File: config.mk
export PLATFORM = sky130hd
export DESIGN_NAME = mmu_mult_ctrl
export DESIGN_NICKNAME = d
export VERILOG_FILES = /design/src/rtl/mmu_pkg.sv /design/src/rtl/mmu_mult_ctrl.sv
export SDC_FILE = /design/constraint.sdc
export NUM_CORES = 1
export LEC_CHECK = 0
export CAP_MARGIN = 10
export CORE_MARGIN = 4
export CORE_UTILIZATION = 30
export CTS_CLUSTER_DIAMETER = 30
export DETAILED_ROUTE_END_ITERATION = 16
export GPL_ROUTABILITY_DRIVEN = 0
export HOLD_SLACK_MARGIN = 0.1
export PLACE_DENSITY_LB_ADDON = 0.15
export SLEW_MARGIN = 20
export SYNTH_ARGS = -nofsm -noshare
export SYNTH_HDL_FRONTEND = slang
export SYNTH_SLANG_ARGS = --single-unit
File: constraint.sdc
create_clock -name clk -period 2.3 [get_ports clk]
set_input_delay 0.345 -clock clk [delete_from_list [all_inputs] [get_ports clk]]
set_output_delay 0.345 -clock clk [all_outputs]
set_load 0.005 [all_outputs]
File: src/rtl/mmu_pkg.sv
// rtl/mmu_pkg.sv - shared types and defaults for the matrix-multiply controller
//
// Holds the controller FSM state encoding and the constants that set the
// default array size and array latency.
package mmu_pkg;

    typedef enum logic [1:0] {
        ST_IDLE  = 2'd0,
        ST_SWAP  = 2'd1,
        ST_RUN   = 2'd2,
        ST_WRITE = 2'd3
    } mmu_ctrl_state_t;

    localparam int MMU_DEFAULT_SIZE = 2;

    // The array pipeline is one PE per column deep, so the default
    // latency scales with the array size.
    localparam int MMU_ARR_LAT_PER_SIZE = 1;

endpackage

File: src/rtl/mmu_mult_ctrl.sv
// rtl/mmu_mult_ctrl.sv - tile sequencer between data FIFO, systolic array and result FIFO
//
// Pops one SIZE x SIZE activation tile, optionally swaps shadow weights into
// the array, feeds the tile row-skewed into the array, captures the column
// outputs into a result tile and pushes that into the result FIFO.
//
// Ports:
//   clk, rst          clock, synchronous active-high reset
//   mult_run/mult_swap request a tile multiply / swap weights first
//   mult_rdy          controller idle and a data tile is available
//   data_tile         data FIFO head, [k][r] = row k, element r
//   data_pop_rdy      data FIFO non-empty
//   data_pop          pop data FIFO head
//   arr_run           array advance enable
//   arr_swap_weights  shadow-to-active weight swap pulse
//   arr_data_in       skewed activations, one per array row
//   arr_acc_out       array column outputs
//   res_tile          captured result tile, [k][c]
//   res_push_rdy      result FIFO not full
//   res_push          push res_tile into result FIFO
module mmu_mult_ctrl
    import mmu_pkg::*;
#(
    parameter int SIZE    = MMU_DEFAULT_SIZE,
    parameter int ARR_LAT = MMU_ARR_LAT_PER_SIZE * SIZE
) (
    input  logic                                 clk,
    input  logic                                 rst,
    input  logic                                 mult_run,
    input  logic                                 mult_swap,
    output logic                                 mult_rdy,
    input  logic [SIZE-1:0][SIZE-1:0][7:0]       data_tile,
    input  logic                                 data_pop_rdy,
    output logic                                 data_pop,
    output logic                                 arr_run,
    output logic                                 arr_swap_weights,
    output logic [SIZE-1:0][7:0]                 arr_data_in,
    input  logic [SIZE-1:0][31:0]                arr_acc_out,
    output logic [SIZE-1:0][SIZE-1:0][31:0]      res_tile,
    input  logic                                 res_push_rdy,
    output logic                                 res_push
);

    localparam int             TW     = $clog2(3 * SIZE);
    localparam logic [TW-1:0]  T_LAST = TW'(3 * SIZE - 2);

    mmu_ctrl_state_t                   state_q, state_d;
    logic [TW-1:0]                     t_q, t_d;
    logic [SIZE-1:0][SIZE-1:0][7:0]    tile_q, tile_d;
    logic [SIZE-1:0][SIZE-1:0][31:0]   res_q, res_d;

    // State register
    always_ff @(posedge clk) begin
        if (rst) begin
            state_q <= ST_IDLE;
            t_q     <= '0;
            tile_q  <= '0;
            res_q   <= '0;
        end else begin
            state_q <= state_d;
            t_q     <= t_d;
            tile_q  <= tile_d;
            res_q   <= res_d;
        end
    end

    // Next-state and datapath update
    always_comb begin
        state_d = state_q;
        t_d     = t_q;
        tile_d  = tile_q;
        res_d   = res_q;
        case (state_q)
            ST_IDLE: begin
                if (mult_run && data_pop_rdy) begin
                    tile_d  = data_tile;
                    state_d = mult_swap ? ST_SWAP : ST_RUN;
                end
            end
            ST_SWAP: begin
                state_d = ST_RUN;
            end
            ST_RUN: begin
                // Row k reaches column c's output ARR_LAT steps after its
                // skewed entry, offset by one step per column.
                for (int k = 0; k < SIZE; k++) begin
                    for (int c = 0; c < SIZE; c++) begin
                        if (int'(t_q) == k + c + ARR_LAT) begin
                            res_d[k][c] = arr_acc_out[c];
                        end
                    end
                end
                if (t_q == T_LAST) begin
                    state_d = ST_WRITE;
                    t_d     = '0;
                end else begin
                    t_d = t_q + TW'(1);
                end
            end
            ST_WRITE: begin
                if (res_push_rdy) begin
                    state_d = ST_IDLE;
                end
            end
            default: begin
                state_d = ST_IDLE;
            end
        endcase
    end

    // Outputs
    always_comb begin
        mult_rdy         = (state_q == ST_IDLE) && data_pop_rdy;
        data_pop         = mult_rdy && mult_run;
        arr_run          = (state_q == ST_RUN);
        arr_swap_weights = (state_q == ST_SWAP);
        res_push         = (state_q == ST_WRITE) && res_push_rdy;
        res_tile         = res_q;
        arr_data_in      = '0;
        // Row r lags by r steps, so element r of tile row k enters at t = k + r.
        if (state_q == ST_RUN) begin
            for (int k = 0; k < SIZE; k++) begin
                for (int r = 0; r < SIZE; r++) begin
                    if (int'(t_q) == k + r) begin
                        arr_data_in[r] = tile_q[k][r];
                    end
                end
            end
        end
    end

endmodule

==> impl_metrics.yaml, run 1 <==
status:
  status: "completed"
critical_path:
  critPathSlowestCell: "dfxtp_2"
  r2r_setup_slack_ns: 0.63
  critical_path_class: "register to output pin"
  cp.arrival_ns: 1.90
  cp.required_ns: 1.96
  end_kind: "output pin"
  timing.rr.start: "t_q[0]"
  crit_path_start: "t_q[0]"
  critPathLaunchType: "register"
  cp_slowest_stage_delay_ns: 0.35
  worstPathMaxFanout: 5
  path_cells: "inv_2, ha_4, and3b_2, buf_6, a22o_1, dlygate4sd2_1"
synthesis:
  synth_top_area_share: 0.534
  synth_edf_count: 0
  synth.net_count: 893
  synth_common_cells: "nand2_1 (331), a21oi_1 (173), dfxtp_1 (165)"
  yosys_most_used_dff: "dfxtp_1"
  yosysMostFrequentCell: "nand2_1"
  ys_warn_count: 0
  synth_seq_cells: 165
  avgSynthCellArea_um2: 7.92
  ys_seq_area_frac: 0.534
  synth.area.top_cells: "dfxtp_1 (53%), nand2_1 (20%), a21oi_1 (14%)"
  synthCells: 782
  synthArstFlopShare: 0
  synth_area_mm2: 0.00619
  synth_top_area_cell: "dfxtp_1"
  ys_types: 27
pwr:
  power_density_mw_per_mm2: 718
  power.leakage_nw: 3.28
  switching_share: 0.260
  vdd_drop_max_uv: 485
  internal_power_mw: 5.11
  comb_power_share: 0.141
  pwr-share-clk: 0.423
  seqPwrFrac: 0.436
  p_switching_mw: 1.80
sta:
  relSlewSlack: 0.700
  drv_slew: 0
  max_freq_mhz: 445
  period_share: 0.977
  hold_viol_final: 0
  worst_pin_slew_ns: 0.450
  fin_skew_ns: 0.0152
  setup_viol: 0
  setup_ws_ns: 0.0532
  min_period_ns: 2.25
  fin_setup_tns_ns: 0
drt:
  ant_nets: 0
  vias_per_cell: 4.47
  vias: 5841
  wire_per_inst_um: 15.0
  finalWirelength_um: 19600
  drtPass1Iterations: 4
  drt_iter0_drc: 280
  drc: 0
global_route:
  antenna_found_initial: 0
  grt_use_total: 0.166
  grt_pass1_wl_um: 30000
  overflow: 0
  grt_max_degree: 88
  grt_pass1_vias: 5625
flow_run:
  drv_cap: 0
clock_tree:
  clock_sinks: 165
  cts-root-buf: "clkbuf_16"
  clockBufferDepth: 2
  cts_tree: "built"
  ctsHtreeMaxLevel: 4
  hold_buffers: 0
  clk_latency_ns: 0.42
  cts-buffers-inserted: 17
  clk_pin_slew_worst_paths_ns: 0.06
floorplanning:
  io_pins: 251
  die_y_um: 152
  die_x_um: 152
  fp.dieArea_mm2: 0.0230
  core_mm2: 0.0202
  num_rows: 52
  initial_core_util: 0.306
finish:
  final_area_mm2: 0.00962
  drive_gt1_frac: 0.0820
  syn_to_final_growth_pct: 55.4
  final_nets: 1134
  antenna_cells: 0
worst_hold_path:
  min_path_type: "input pin to register"
  min_from: "rst"
place:
  dp_hpwl_um: 12900
  placed_cell_area_mm2: 0.00889
  portBuffers: 250
  dp_slack_ns: 0.0409
==> worst paths after layout <==
kind / to / cells after the start
worst min-delay path: t_q[2] / 3
worst max register to register: res_tile[64] / 7
worst min register to register: res_tile[118] / 2
worst max-delay path: arr_data_in[9] / 6
==> critical path, delay by kind of cell (launching register included) <==
kind	cells	cell delay, ns
flip-flops	1	0.35
AND/OR/NAND/NOR	1	0.27
AO/OA/AOI/OAI	1	0.21
adder cells (fa/ha/maj)	1	0.18
buffers and inverters	3	0.46
==> registers in the layout, indices dropped and copies added (netlist names) <==
register,count
res_tile,128
state_q,2
t_q,3
tile_q,32
==> metrics by stage <==
stage	total power, mW	util	hold WS (ns)	std cells
2_1_floorplan	3.58	-	0.436	782
3_3_place_gp	3.98	0.439	0.442	1263
3_5_place_dp	3.98	0.439	0.445	1263
4_1_cts	7.01	0.475	0.434	1303
5_1_grt	7.23	0.475	0.439	1306
6_report	6.90	0.475	0.422	1306
==> cell families (layout without fill, tap and decap cells) <==
group	Yosys count	after routing	synth area share
buffers and inverters	62	316	0.0532
adders and majority gates	9	9	0.0182
AOI/OAI and AO/OA	184	184	0.156
and+or+nand+nor	360	360	0.236
muxes	2	2	0.00323
DFF	165	165	0.534
==> layout by cell type, fill, tap and decap left out, types with 2 or more instances in the layout <==
cell / synthesis / layout
a22o_1: 7 / 7
clkbuf_2: 0 / 2
inv_2: 0 / 3
dfxtp_1: 165 / 161
buf_4: 15 / 24
inv_8: 0 / 2
clkbuf_16: 0 / 17
a21oi_1: 173 / 171
dfxtp_2: 0 / 3
and2_1: 3 / 2
mux2i_1: 2 / 2
nand3b_1: 10 / 10
clkdlybuf4s50_1: 0 / 233
nand2_1: 331 / 331
inv_1: 6 / 3
clkinv_4: 0 / 3
buf_12: 0 / 4
nor2_1: 2 / 2
clkinvlp_4: 0 / 2
ha_1: 9 / 4
nand3_1: 2 / 2
dlygate4sd2_1: 0 / 13
nand2b_1: 4 / 4
ha_2: 0 / 3
bufinv_16: 0 / 2
inv_6: 0 / 3
ha_4: 0 / 2
nand3_2: 2 / 2
a21oi_2: 0 / 2
==> routing by layer <==
metal | GRT usage | vias to the layer above | part of all wire
li1 | - | 3015 | -
met1 | 0.208 | 2660 | 0.44
met2 | 0.276 | 149 | 0.48
met3 | 0.0476 | 17 | 0.068
met4 | 0.0517 | 0 | 0.015
met5 | 0 | - | 0
==> layout make-up <==
type                            count  area [µm²]
Multi-Input combinational cell    555        2600
Clock buffer                       18         439
Tap cell                          270         338
Inverter                            6        22.5
Clock inverter                     14         171
Timing Repair Buffer              278        2740
Sequential cell                   165        3310
Fill cell                        2048       10600
==> power by group through the flow <==
stage	registers [mW]	logic, mW	clock network, mW
after floorplan	3.05	0.530	0
after global placement	3.06	0.913	0
after detailed placement	3.07	0.909	0
after CTS	3.01	0.972	3.02
after global routing	3.02	1.08	3.13
final	3.01	0.976	2.92
==> timing repair <==
item,CTS,global route
endpoints found under the hold margin,0,0
gates resized for setup,35,4
setup endpoints to repair,16,6
buffers inserted,8,3
pin swaps,3,3
(Power assumes the default switching activity.)
==> run 2: changes to the inputs <==
--- a/config.mk
+++ b/config.mk
@@ -5,13 +5,13 @@
 export SDC_FILE = /design/constraint.sdc
 export NUM_CORES = 1
 export LEC_CHECK = 0
+export ABC_AREA = 1
 export CAP_MARGIN = 10
-export CORE_MARGIN = 4
 export CORE_UTILIZATION = 30
 export CTS_CLUSTER_DIAMETER = 30
 export DETAILED_ROUTE_END_ITERATION = 16
 export GPL_ROUTABILITY_DRIVEN = 0
-export HOLD_SLACK_MARGIN = 0.1
+export HOLD_SLACK_MARGIN = 0.15
 export PLACE_DENSITY_LB_ADDON = 0.15
 export SLEW_MARGIN = 20
 export SYNTH_ARGS = -nofsm -noshare
==> impl_metrics.yaml, run 2 <==
critical_path:
  critical_path_class: "register to output pin"
  end_kind: "output pin"
  cp.required_ns: 1.96
  critPathLaunchType: "register"
  worstPathMaxFanout: 7
  cp.arrival_ns: 1.84
pwr:
  power.leakage_nw: 3.42
  power_mw: 7.03
  vdd_drop_max_uv: 478
  power_density_mw_per_mm2: 736
finish:
  final_nets: 1131
  multi_input_area_mm2: 0.00230
  syn_to_final_growth_pct: 55.0
  largest_reg_flops: 128
  final_cell_mix: "clkdlybuf4s50_1 (234), dfxtp_1 (164), nor2_1 (134)"
  antenna_cells: 0
  drive_gt1_frac: 0.0678
  final_common_cell: "clkdlybuf4s50_1"
  seq_area_mm2: 0.00330
  nFillCells: 2051
  stdcell_count: 1303
drt:
  finalWirelength_um: 17400
  vias_per_cell: 4.35
  wire_per_inst_um: 13.4
  drtPass1Iterations: 6
  drt_iter0_drc: 221
  ant_nets: 0
  vias: 5663
  drc: 0
sta:
  rsz0062_at_grt: "yes"
  setup_viol: 0
  setup_ws_ns: 0.116
  min_period_ns: 2.18
  holdWs_ns: 0.444
  period_share: 0.949
  worst_pin_slew_ns: 0.621
  max_freq_mhz: 458
  hold_viol_final: 0
  drv_slew: 0
  relSlewSlack: 0.586
  fin_skew_ns: 0.0114
floorplanning:
  die_y_um: 145
  core_mm2: 0.0202
  num_rows: 52
  fp.dieArea_mm2: 0.0211
  initial_core_util: 0.306
  io_pins: 251
  die_x_um: 145
clock_tree:
  clk_pin_slew_worst_paths_ns: 0.07
  cts-buffers-inserted: 17
  clock_sinks: 165
  cts_tree: "built"
  cts-root-buf: "clkbuf_16"
  clockBufferDepth: 2
  ctsHtreeMaxLevel: 4
  clk_latency_ns: 0.42
place:
  portBuffers: 250
  dp_cells: 1269
  dp_slack_ns: -0.00305
  dp_hpwl_um: 11700
synthesis:
  synth.net_count: 898
  synth_top_area_share: 0.536
  synth.area.top_cells: "dfxtp_1 (54%), a21oi_1 (8.4%), nor2_1 (8.2%)"
  ys_types: 21
  ys_seq_area_frac: 0.536
  ys_warn_count: 0
  synth_area_mm2: 0.00616
  synthCells: 787
  yosys_most_used_dff: "dfxtp_1"
  avgSynthCellArea_um2: 7.83
  yosysMostFrequentCell: "dfxtp_1"
  synth_top_area_cell: "dfxtp_1"
  synthArstFlopShare: 0
  synth_seq_cells: 165
  synth_edf_count: 0
  synth_common_cells: "dfxtp_1 (165), nor2_1 (134), a21oi_1 (103)"
worst_hold_path:
  min_path_type: "register to register"
global_route:
  grt_util_met2: 0.265
  busiest_layer: "met2"
  grt_use_total: 0.167
  grt_max_degree: 121
  grt_pass1_vias: 5347
  met1_usage: 0.208
  grt_use_met3: 0.0583
  overflow: 0
  antenna_found_initial: 1
  grt_pass1_wl_um: 28000
flow_run:
  drv_cap: 0
status:
  status: "completed"
[run 2: path summary, 6_finish.rpt]
kind,startpoint,endpoint,slack [ns],cells after the start
setup / recovery,t_q[1],arr_data_in[9],0.12,8
hold / removal,res_tile[112],res_tile[112],0.44,2
setup reg to reg,t_q[0],res_tile[4],0.48,6
hold reg to reg,res_tile[112],res_tile[112],0.44,2
[run 2: cell families (layout without fill, tap and decap cells)]
| kind of cell | Yosys count | after routing | share of synthesized area |
|---|---|---|---|
| AO/OA/AOI/OAI | 264 | 264 | 0.216 |
| buffers and inverters | 151 | 397 | 0.101 |
| adder cells (fa/ha/maj) | 9 | 9 | 0.0183 |
| AND/OR/NAND/NOR | 198 | 198 | 0.128 |
| flip-flops | 165 | 165 | 0.536 |
[run 2: area by class of cell]
cell class                      instances  area share
Multi-Input combinational cell        471       0.241
Timing Repair Buffer                  265       0.278
Clock buffer                           18      0.0449
Inverter                              100      0.0396
Clock inverter                         14      0.0152
Tap cell                              270      0.0354
Sequential cell                       165       0.346
[run 2: repair_timing]
action,CTS,global route
hold buffers,0,0
setup endpoints to repair,17,14
pin swaps,1,1
gates resized for setup,24,10
setup buffers,2,0
[run 2: report_power, final]
part / internal [mW] / total (mW) / switching, mW / leakage, nW
clock network: 1.53 / 2.79 / 1.26 / 0.281
logic: 0.567 / 1.18 / 0.617 / 1.80
registers: 2.99 / 3.05 / 0.0656 / 1.33
total: 5.08 / 7.03 / 1.95 / 3.42
[run 2: stage by stage]
stage          setup TNS, ns  utilization  instance area [µm²]
6_report                   0        0.474                 9550
5_1_grt              -0.0526        0.474                 9550
4_1_cts               -0.193        0.473                 9530
3_5_place_dp        -0.00305        0.442                 8910
3_3_place_gp               0        0.442                 8910
2_1_floorplan              0            -                 6160
[run 2: critical path, stage by stage (launching register included)]
cell,delay (ns)
dfxtp_2,0.34
inv_1,0.08
ha_1,0.17
clkinv_2,0.08
nor2_4,0.13
buf_12,0.12
nand3_4,0.11
o22ai_1,0.14
dlygate4sd2_1,0.26
[run 2: per-layer routing]
| layer | routed length (µm) | vias up | share of wire |
|---|---|---|---|
| met5 | 12 | - | 0.00069 |
| met4 | 200 | 2 | 0.011 |
| met3 | 1220 | 15 | 0.070 |
| met2 | 7820 | 150 | 0.45 |
| met1 | 8170 | 2493 | 0.47 |
| li1 | - | 3003 | - |
